[src/rtl/tile_pkg.sv]
// Shared types for the tile transmit path: flit width, flit type codes,
// header field layout and the packetizer FSM state encoding.
package tile_pkg;

  localparam int FLIT_W = 37;
  localparam int SEQ_W  = 11;

  typedef enum logic [1:0] {
    FLIT_BODY      = 2'b00,
    FLIT_HEAD      = 2'b01,
    FLIT_TAIL      = 2'b10,
    FLIT_HEAD_TAIL = 2'b11
  } flit_type_e;

  typedef struct packed {
    logic [7:0]       dest;
    logic [7:0]       src;
    logic [7:0]       len;
    logic [SEQ_W-1:0] seq;
  } hdr_t;

  typedef enum logic [1:0] {
    ST_IDLE,
    ST_HEAD,
    ST_BODY,
    ST_DROP
  } tx_state_e;

endpackage

[src/rtl/tile_tx_flit_reg.sv]
// Single-entry output register in front of the dual-clock tile FIFO.
// It can be reloaded in the same cycle it drains, so back-to-back flits
// flow without a bubble while the FIFO is not full.
module tile_tx_flit_reg
  import tile_pkg::*;
(
  input  logic              wr_clk,
  input  logic              srst,
  input  logic              load,
  input  logic [FLIT_W-1:0] load_data,
  output logic              reg_free,
  output logic [FLIT_W-1:0] fifo_din,
  output logic              fifo_wr_en,
  input  logic              fifo_full,
  input  logic              fifo_wr_rst_busy
);

  logic              reg_valid_q, reg_valid_d;
  logic [FLIT_W-1:0] reg_data_q,  reg_data_d;

  // With the FIFO able to take data, the register is either empty or
  // draining this cycle, so the producer may load a new flit.
  assign reg_free   = ~fifo_full & ~fifo_wr_rst_busy;
  assign fifo_wr_en = reg_valid_q & ~fifo_full & ~fifo_wr_rst_busy & ~srst;
  assign fifo_din   = reg_data_q;

  // Next register contents: drain on a FIFO write, refill on load; data holds otherwise.
  always_comb begin
    reg_valid_d = reg_valid_q;
    reg_data_d  = reg_data_q;
    if (fifo_wr_en) begin
      reg_valid_d = 1'b0;
    end
    if (load) begin
      reg_valid_d = 1'b1;
      reg_data_d  = load_data;
    end
  end

  // Register update with synchronous reset clearing both flag and data.
  always_ff @(posedge wr_clk) begin
    if (srst) begin
      reg_valid_q <= 1'b0;
      reg_data_q  <= '0;
    end else begin
      reg_valid_q <= reg_valid_d;
      reg_data_q  <= reg_data_d;
    end
  end

endmodule

[src/rtl/tile_tx_packetizer.sv]
// Tile transmit packetizer: turns a message descriptor plus payload words
// into head/body/tail flits for the tile FIFO. Oversize messages are
// consumed and discarded with a sticky error flag.
// Optional feature: define TILE_TX_SEQ_EN to carry an 11-bit header
// sequence number; otherwise the header sequence field is zero.
module tile_tx_packetizer
  import tile_pkg::*;
#(
  parameter logic [7:0] SRC_ID  = 8'h00,
  parameter int         MAX_LEN = 64
) (
  input  logic              wr_clk,
  input  logic              srst,
  input  logic              msg_valid,
  output logic              msg_ready,
  input  logic [7:0]        msg_dest,
  input  logic [7:0]        msg_len,
  input  logic              data_valid,
  output logic              data_ready,
  input  logic [31:0]       data,
  output logic [FLIT_W-1:0] fifo_din,
  output logic              fifo_wr_en,
  input  logic              fifo_full,
  input  logic              fifo_wr_rst_busy,
  output logic              err_len,
  output logic [15:0]       msg_cnt
);

  localparam logic [7:0] MAX_LEN_B = 8'(MAX_LEN);

  tx_state_e         state_q, state_d;
  logic [7:0]        dest_q, dest_d;
  logic [7:0]        len_q, len_d;
  logic [7:0]        cnt_q, cnt_d;
  logic              err_len_q, err_len_d;
  logic [15:0]       msg_cnt_q, msg_cnt_d;
  logic              reg_free;
  logic              load;
  logic [FLIT_W-1:0] load_data;
  logic              hdr_load;
  logic              msg_accept;
  logic              data_accept;
  logic [SEQ_W-1:0]  seq;
  hdr_t              hdr;
  flit_type_e        ftype;

  assign msg_ready   = (state_q == ST_IDLE) & reg_free & ~srst;
  assign data_ready  = ((state_q == ST_BODY) | (state_q == ST_DROP)) & reg_free & ~srst;
  assign msg_accept  = msg_valid & msg_ready;
  assign data_accept = data_valid & data_ready;
  assign hdr_load    = (state_q == ST_HEAD) & reg_free;
  assign err_len     = err_len_q;
  assign msg_cnt     = msg_cnt_q;

`ifdef TILE_TX_SEQ_EN
  logic [SEQ_W-1:0] seq_q, seq_d;

  // Sequence number advances on every header loaded, wrapping naturally.
  always_comb begin
    seq_d = seq_q;
    if (hdr_load) begin
      seq_d = seq_q + 11'd1;
    end
  end

  // Sequence counter register.
  always_ff @(posedge wr_clk) begin
    if (srst) begin
      seq_q <= '0;
    end else begin
      seq_q <= seq_d;
    end
  end

  assign seq = seq_q;
`else
  assign seq = '0;
`endif

  // Next-state, flit assembly and counter logic for the packetizer FSM.
  always_comb begin
    state_d   = state_q;
    dest_d    = dest_q;
    len_d     = len_q;
    cnt_d     = cnt_q;
    err_len_d = err_len_q;
    msg_cnt_d = msg_cnt_q;
    load      = 1'b0;
    load_data = '0;
    ftype     = FLIT_BODY;
    hdr.dest  = dest_q;
    hdr.src   = SRC_ID;
    hdr.len   = len_q;
    hdr.seq   = seq;

    case (state_q)
      ST_IDLE: begin
        if (msg_accept) begin
          dest_d = msg_dest;
          len_d  = msg_len;
          cnt_d  = msg_len;
          if (msg_len > MAX_LEN_B) begin
            state_d   = ST_DROP;
            err_len_d = 1'b1;
          end else begin
            state_d = ST_HEAD;
          end
        end
      end
      ST_HEAD: begin
        if (hdr_load) begin
          ftype     = (len_q == 8'd0) ? FLIT_HEAD_TAIL : FLIT_HEAD;
          load      = 1'b1;
          load_data = {ftype, hdr};
          state_d   = (len_q == 8'd0) ? ST_IDLE : ST_BODY;
        end
      end
      ST_BODY: begin
        if (data_accept) begin
          ftype     = (cnt_q == 8'd1) ? FLIT_TAIL : FLIT_BODY;
          load      = 1'b1;
          load_data = {ftype, 3'b000, data};
          cnt_d     = cnt_q - 8'd1;
          if (cnt_q == 8'd1) begin
            state_d = ST_IDLE;
          end
        end
      end
      ST_DROP: begin
        if (data_accept) begin
          cnt_d = cnt_q - 8'd1;
          if (cnt_q == 8'd1) begin
            state_d = ST_IDLE;
          end
        end
      end
      default: state_d = ST_IDLE;
    endcase

    if (fifo_wr_en && fifo_din[FLIT_W-1]) begin
      msg_cnt_d = msg_cnt_q + 16'd1;
    end
  end

  // FSM state, latched descriptor and status registers.
  always_ff @(posedge wr_clk) begin
    if (srst) begin
      state_q   <= ST_IDLE;
      dest_q    <= '0;
      len_q     <= '0;
      cnt_q     <= '0;
      err_len_q <= 1'b0;
      msg_cnt_q <= '0;
    end else begin
      state_q   <= state_d;
      dest_q    <= dest_d;
      len_q     <= len_d;
      cnt_q     <= cnt_d;
      err_len_q <= err_len_d;
      msg_cnt_q <= msg_cnt_d;
    end
  end

  tile_tx_flit_reg u_flit_reg (
    .wr_clk           (wr_clk),
    .srst             (srst),
    .load             (load),
    .load_data        (load_data),
    .reg_free         (reg_free),
    .fifo_din         (fifo_din),
    .fifo_wr_en       (fifo_wr_en),
    .fifo_full        (fifo_full),
    .fifo_wr_rst_busy (fifo_wr_rst_busy)
  );

endmodule

[config.mk]
export PLATFORM = sky130hd
export DESIGN_NAME = tile_tx_packetizer
export DESIGN_NICKNAME = d
export VERILOG_FILES = /design/src/rtl/tile_pkg.sv /design/src/rtl/tile_tx_flit_reg.sv /design/src/rtl/tile_tx_packetizer.sv
export SDC_FILE = /design/constraint.sdc
export NUM_CORES = 1
export LEC_CHECK = 0
export BUFFER_PORTS_ARGS = -buffer_cell sky130_fd_sc_hd__buf_2
export CORE_ASPECT_RATIO = 0.75
export CORE_UTILIZATION = 52
export DETAILED_ROUTE_END_ITERATION = 6
export PLACE_DENSITY = 0.8
export SYNTH_ARGS = -nofsm -noshare
export SYNTH_HDL_FRONTEND = slang
export SYNTH_HIERARCHICAL = 1
export SYNTH_SLANG_ARGS = --single-unit
[constraint.sdc]
create_clock -name wr_clk -period 2.3 [get_ports wr_clk]
set_clock_uncertainty 0.15 [all_clocks]
set_input_delay 0.345 -clock wr_clk [delete_from_list [all_inputs] [get_ports wr_clk]]
set_output_delay 0.345 -clock wr_clk [all_outputs]
set_load 0.005 [all_outputs]
* Word-level counts from Yosys, hierarchy flattened
Cells that the tools add are included.
** Storage, ports and cells
- Flip-flop bits (word level) :: 81
- Latch bits :: 0
- Memory bits (writable) :: 0
- Memory bits (read-only) :: 0
- Bits of input ports :: 54
- Output and inout bits :: 57
- Memories kept :: 0
** Cells by class
- $add $sub $neg :: 2
- $mul :: 0
- Div/mod/pow operators :: 0
- Magnitude comparators :: 1
- Equal/unequal tests :: 8
- Shift-type cells :: 0
- Muxes and demuxes :: 20
- Bitwise gates (word level) :: 15
- Reduce and logical (&&, ||, !) cells :: 10
** Operator list (count)
- $mux W37 :: 2
- $pmux W37 S2 :: 1
- $add A16 B1 Y16 const B :: 1
- $mux W2 :: 8
- $mux W8 :: 2
- $pmux W8 S2 :: 1
- $and A1 B1 Y1 :: 11
- $eq A8 B1 Y1 const B :: 1
- $gt A8 B7 Y1 const B :: 1
- $logic_not A8 Y1 :: 1
- $sub A8 B1 Y8 const B :: 1
- $pmux W2 S3 :: 1
- $reduce_and A3 Y1 :: 2
- $eq A2 B2 Y1 const B :: 2
- $mux W1 :: 4
- $ne A2 B1 Y1 const B :: 2
- $ne A2 B2 Y1 const B :: 2
- $reduce_and A4 Y1 :: 1
- $reduce_bool A2 Y1 :: 2
- $not A1 Y1 :: 3
- $eq A2 B1 Y1 const B :: 1
- $logic_not A2 Y1 :: 1
- $pmux W1 S2 :: 1
- $reduce_and A2 Y1 :: 1
- 3 further kinds :: 3

* Logic depth before layout (Yosys ltp)
- Depth after elaboration :: 8
- Gate-level depth with buffers :: 9

* Cells and area by module
Netlist, hierarchy kept.
** By module, submodules not included
- tile_tx_packetizer :: times used 1, cells an instance 309, area each 2468.6 µm², sequential area each 860.8 µm²
- tile_tx_flit_reg :: times used 1, cells an instance 125, area each 1372.6 µm², sequential area each 760.7 µm²

* Worst setup path before layout
Ideal clock, no wire load.
- Path type :: input to register
- Start :: input srst
- End :: register msg_cnt_q[13], in the netlist msg_cnt[13]
- Arrival time :: 1.983 ns
- Data required time :: 2.080 ns
- Setup slack :: 0.097 ns
- Stages on the path :: 7
- Cells stage by stage :: buf_2 > nor4b_1 > and2_1 > buf_6 > nand3_4 > or4_1 > a21oi_1
** On the way
- Cells in the longest elaborated chain, start to end :: 3
** Ends and longest elaborated chain
- from (decl) :: line tile_tx_packetizer.sv:13 : input logic srst,
- $not A1 Y1 :: line tile_tx_flit_reg.sv:24 : assign fifo_wr_en = reg_valid_q & ~fifo_full & ~fifo_wr_rst_busy & ~srst;
- $and A1 B1 Y1 :: line tile_tx_flit_reg.sv:24
- net fifo_wr_en :: line tile_tx_packetizer.sv:22 : output logic fifo_wr_en,
- $logic_and A1 B1 Y1 :: line tile_tx_packetizer.sv:140 : if (fifo_wr_en && fifo_din[FLIT_W-1]) begin
- to (signal assigned) :: line tile_tx_packetizer.sv:160 : msg_cnt_q <= msg_cnt_d;
- to (decl) :: line tile_tx_packetizer.sv:36 : logic [15:0] msg_cnt_q, msg_cnt_d;
The timed path passes the listed nets, and every way through them passes these cells.
A chain may end at the register's enable or synchronous reset.

* Final worst setup path
- Start :: register state_q[0]
- End :: output data_ready
** On the way
- Cells in the longest elaborated chain, start to end :: 4
** Ends and longest elaborated chain
- from (decl) :: line tile_tx_packetizer.sv:31 : tx_state_e state_q, state_d;
- from (signal assigned) :: line tile_tx_packetizer.sv:155 : state_q <= state_d;
- $eq A2 B2 Y1 :: line tile_tx_packetizer.sv:48 : assign data_ready = ((state_q == ST_BODY) | (state_q == ST_DROP)) & reg_free & ~srst;
- $or A1 B1 Y1 (*) :: line tile_tx_packetizer.sv:48
- $and A1 B1 Y1 (*) (2 in a row) :: line tile_tx_packetizer.sv:48
- to (decl) :: line tile_tx_packetizer.sv:19 : output logic data_ready,
Mark *: on every way between the ends. The rest lies on a longest branch, timed or not.

==> flow_metrics.py <==
metrics = {
    "outcome": {
        "outcome": "finished, final reports clean",
    },
    "logic_synthesis": {
        "seq_area_frac_synth_pct": 42.21,
        "syn-instance-count": 434,
        "synth-main-ff-cell": "dfxtp_1",
        "synth-edff-count": 0,
        "synth_top_family_by_area": "simple AND/OR/NAND/NOR gates",
        "synth_compound_area_share_pct": 13.26,
        "synth.area.mux_share_pct": 10.20,
        "ys_warn_count": 6,
        "synth_cell_types": 52,
        "synth_seq_cells": 81,
        "synth_xor_area_share_pct": 2.052,
        "synth-simple-area-share_pct": 24.56,
        "synth_nets": 496,
        "netlist_area_um2": 3841,
        "syn-mean-instance-area_um2": 8.851,
        "synthAdderAreaFrac_pct": 2.606,
        "async_reset_ff_share_pct": 0,
    },
    "sta": {
        "worst_pin_slew_ns": 0.5690,
        "min_period_over_period_pct": 93.85,
        "slew_headroom_pct": 61.71,
        "period_needed_ns": 2.158,
        "final-setup-viol-count": 0,
        "maxSlewViolCount": 0,
        "finalHoldViolations": 0,
        "rsz0062_at_grt": "no",
        "tns_ns": 0,
        "fmaxAchievable_mhz": 463.3,
    },
    "hold_path": {
        "min_from": "msg_dest[5]",
        "hold_path_depth": 3,
        "min_path_type": "in -> reg",
        "worst_hold_path.endpoint": "dest_q[5]",
    },
    "drt": {
        "drtAntennaViolNets": 0,
        "drt_wl_total_mm": 9.544,
        "drt_iter0_drc": 210,
        "wl_per_cell_um": 14.71,
        "viasPerCell": 5.408,
        "post-route-drc-count": 0,
        "vias": 3510,
        "dr.pass1.iters": 4,
    },
    "worst_setup_path": {
        "critPathCaptureType": "output port",
        "r2r_slack_ns": 0.22,
        "worstPathCellList": "inv_1, ha_1, or2_4, and2_1, buf_2",
        "rr_startpoint": "state_q[1]",
        "cp_max_fo": 8,
        "cpPeakStageDelay_ns": 0.36,
        "r2r_cells": 7,
        "cp_num_buf_inv": 2,
        "start_kind": "flip-flop",
        "cp.arrival_ns": 1.66,
        "crit_family": "simple AND/OR/NAND/NOR gates",
        "crit_type": "reg -> out",
        "timing.rr.end": "u_flit_reg/fifo_din[0]",
        "crit_required_ns": 1.80,
        "crit_slowest_cell": "dfxtp_2",
    },
    "cells_and_area": {
        "area_growth_syn_to_layout_pct": 22.21,
        "n_antenna_cell": 0,
        "final_cells": 649,
        "nets": 608,
        "drive_above_1_share_pct": 28.49,
    },
    "global_routing": {
        "grt_max_degree": 47,
        "overflow": 0,
        "grt_pass1_vias": 3227,
        "grt_pass1_wl_mm": 15.39,
        "antenna_found_initial": 0,
        "grt_usage_pct": 25.52,
    },
    "pwr": {
        "power.leakage_nw": 1.965,
        "sw_frac_of_total_pct": 29.21,
        "p_clk_share_pct": 33.2,
        "peakVddDrop_uv": 381.1,
        "p_sw_uw": 976.0,
        "power.density_nw_per_um2": 711.8,
        "pwr-share-comb_pct": 22.2,
        "pwr-share-seq_pct": 44.6,
        "p_int_mw": 2.366,
    },
    "die": {
        "die_h_um": 76.43,
        "die-area_um2": 7738,
        "core_um2": 6962,
        "start_util_pct": 55.18,
        "fp.dieW_um": 101.2,
        "rows": 26,
        "ioPinCount": 111,
    },
    "placement": {
        "io_buffers": 110,
        "gp_routability_congestion": 0.7834,
        "hpwl_mm": 6.830,
        "place_inst": 633,
    },
    "clocking": {
        "cts.sinks": 81,
        "clockBufferDepth": 2,
        "numCtsBuffers": 9,
        "cts_tree": "built",
        "cts-root-buf": "clkbuf_8",
        "path_clk_slew_ns": 0.08,
        "h-tree-depth": 3,
        "post_cts_buffers": 0,
        "clock_latency_ns": 0.35,
        "ctsResizeCount": 1,
        "cts_hold_buf": 0,
    },
    "run": {
        "cap_violations": 0,
    },
}
-- power groups by stage --
stage / clock (mW) / combinational [mW] / sequential (mW)
after floorplan: 0 / 0.539 / 1.51
after global placement: 0 / 0.700 / 1.52
after detailed placement: 0 / 0.719 / 1.52
after CTS: 1.14 / 0.731 / 1.49
after global routing: 1.20 / 0.831 / 1.50
final: 1.11 / 0.741 / 1.49
-- synth_stat cells, types with 2 or more instances --
cell      count  area [µm²]
dfxtp_1      81        1622
nor2_1       57       214.0
nand2_1      46       172.7
mux2i_1      38       380.4
a21oi_1      33       165.2
and2_1       24       150.1
a22o_1       13       113.9
o21ai_0      13       65.06
buf_2        11       55.05
clkbuf_1     10       37.54
nand4_1      10       62.56
ha_1          8       100.1
inv_1         8       30.03
nand3_1       7       35.03
xor2_1        6       52.55
a21o_1        5       37.54
nor3_1        5       25.02
a31oi_1       4       25.02
and3_1        4       25.02
and3_4        3       33.78
nor2b_1       3       18.77
nor4_1        3       18.77
or2_2         3       18.77
or4_1         3       22.52
xnor2_1       3       26.28
buf_12        2       40.04
buf_6         2       22.52
nand3_4       2       35.03
o31ai_1       2       15.01
or3_1         2       12.51
or3_2         2       15.01
-- worst reg2reg max path: stages (launching register included) --
cell and delay (ns):
dfxtp_1 0.38, inv_1 0.10, ha_1 0.28, and3_1 0.15, or2_2 0.31, buf_4 0.28
mux2i_1 0.25, nor2_1 0.06
-- placed cells by master (no fill, tap or decap), types with 9 or more instances in the layout --
cell      count
a21oi_1      33
a22o_1       13
and2_1       24
buf_2       110
buf_4        17
clkbuf_8      9
dfxtp_1      80
mux2i_1      38
nand2_1      46
nand4_1      10
nor2_1       57
o21ai_0      13
-- cell type report --
cell class	count	area (µm²)
Sequential cell	81	1623
Inverter	9	33.78
Fill cell	582	2267
Clock inverter	5	80.08
Tap cell	98	122.6
Clock buffer	11	131.4
Multi-Input combinational cell	318	2026
Timing Repair Buffer	127	678.2
-- flip-flops by register name, summed over array words and instances, names as in the netlist --
name and count:
state_q 2, len_q 8, u_flit_reg/fifo_din 37, dest_q 8
cnt_q 8, err_len 1, msg_cnt 16, u_flit_reg/reg_valid_q 1
-- per-stage QoR --
stage / worst slack (ns) / power, mW / util [%] / hold WS, ns / instance area (µm²)
3_5_place_dp: 0.04860 / 2.240 / 64.34 / 0.2869 / 4479
2_1_floorplan: 0.09674 / 2.049 / - / 0.2817 / 3841
3_3_place_gp: 0.07236 / 2.218 / 64.34 / 0.2823 / 4479
5_1_grt: 0.04121 / 3.530 / 67.43 / 0.06128 / 4695
4_1_cts: 0.07879 / 3.359 / 67.42 / 0.05891 / 4693
6_report: 0.1415 / 3.342 / 67.43 / 0.07595 / 4695
-- routing by layer --
metal	vias to the layer above	wire length (µm)	track usage, %
met5	-	0	0
met4	0	148	8.261
met3	12	717	6.972
met2	128	4328	40.00
met1	1635	4350	33.83
li1	1735	-	-
-- worst max path at each step --
| stage | start | to | slack, ns | cells after the start |
|---|---|---|---|---|
| after floorplan | srst | msg_cnt[13] | 0.1 | 7 |
| after global placement | fifo_full | msg_cnt[13] | 0.07 | 7 |
| after detailed placement | srst | msg_cnt[13] | 0.05 | 7 |
| after CTS | state_q[0] | data_ready | 0.08 | 5 |
| after global routing | state_q[0] | data_ready | 0.04 | 5 |
| final | state_q[0] | data_ready | 0.14 | 5 |
-- cells by family (layout without fill, tap and decap cells) --
family / count (synthesis) / count (layout)
AOI/OAI and AO/OA: 80 / 80
xor gates and xnor gates: 9 / 9
adders and majority gates: 8 / 8
buffers and inverters: 35 / 152
DFF: 81 / 81
muxes: 39 / 39
and+or+nand+nor: 182 / 182
Note: power is estimated with default switching activity, not from simulation.
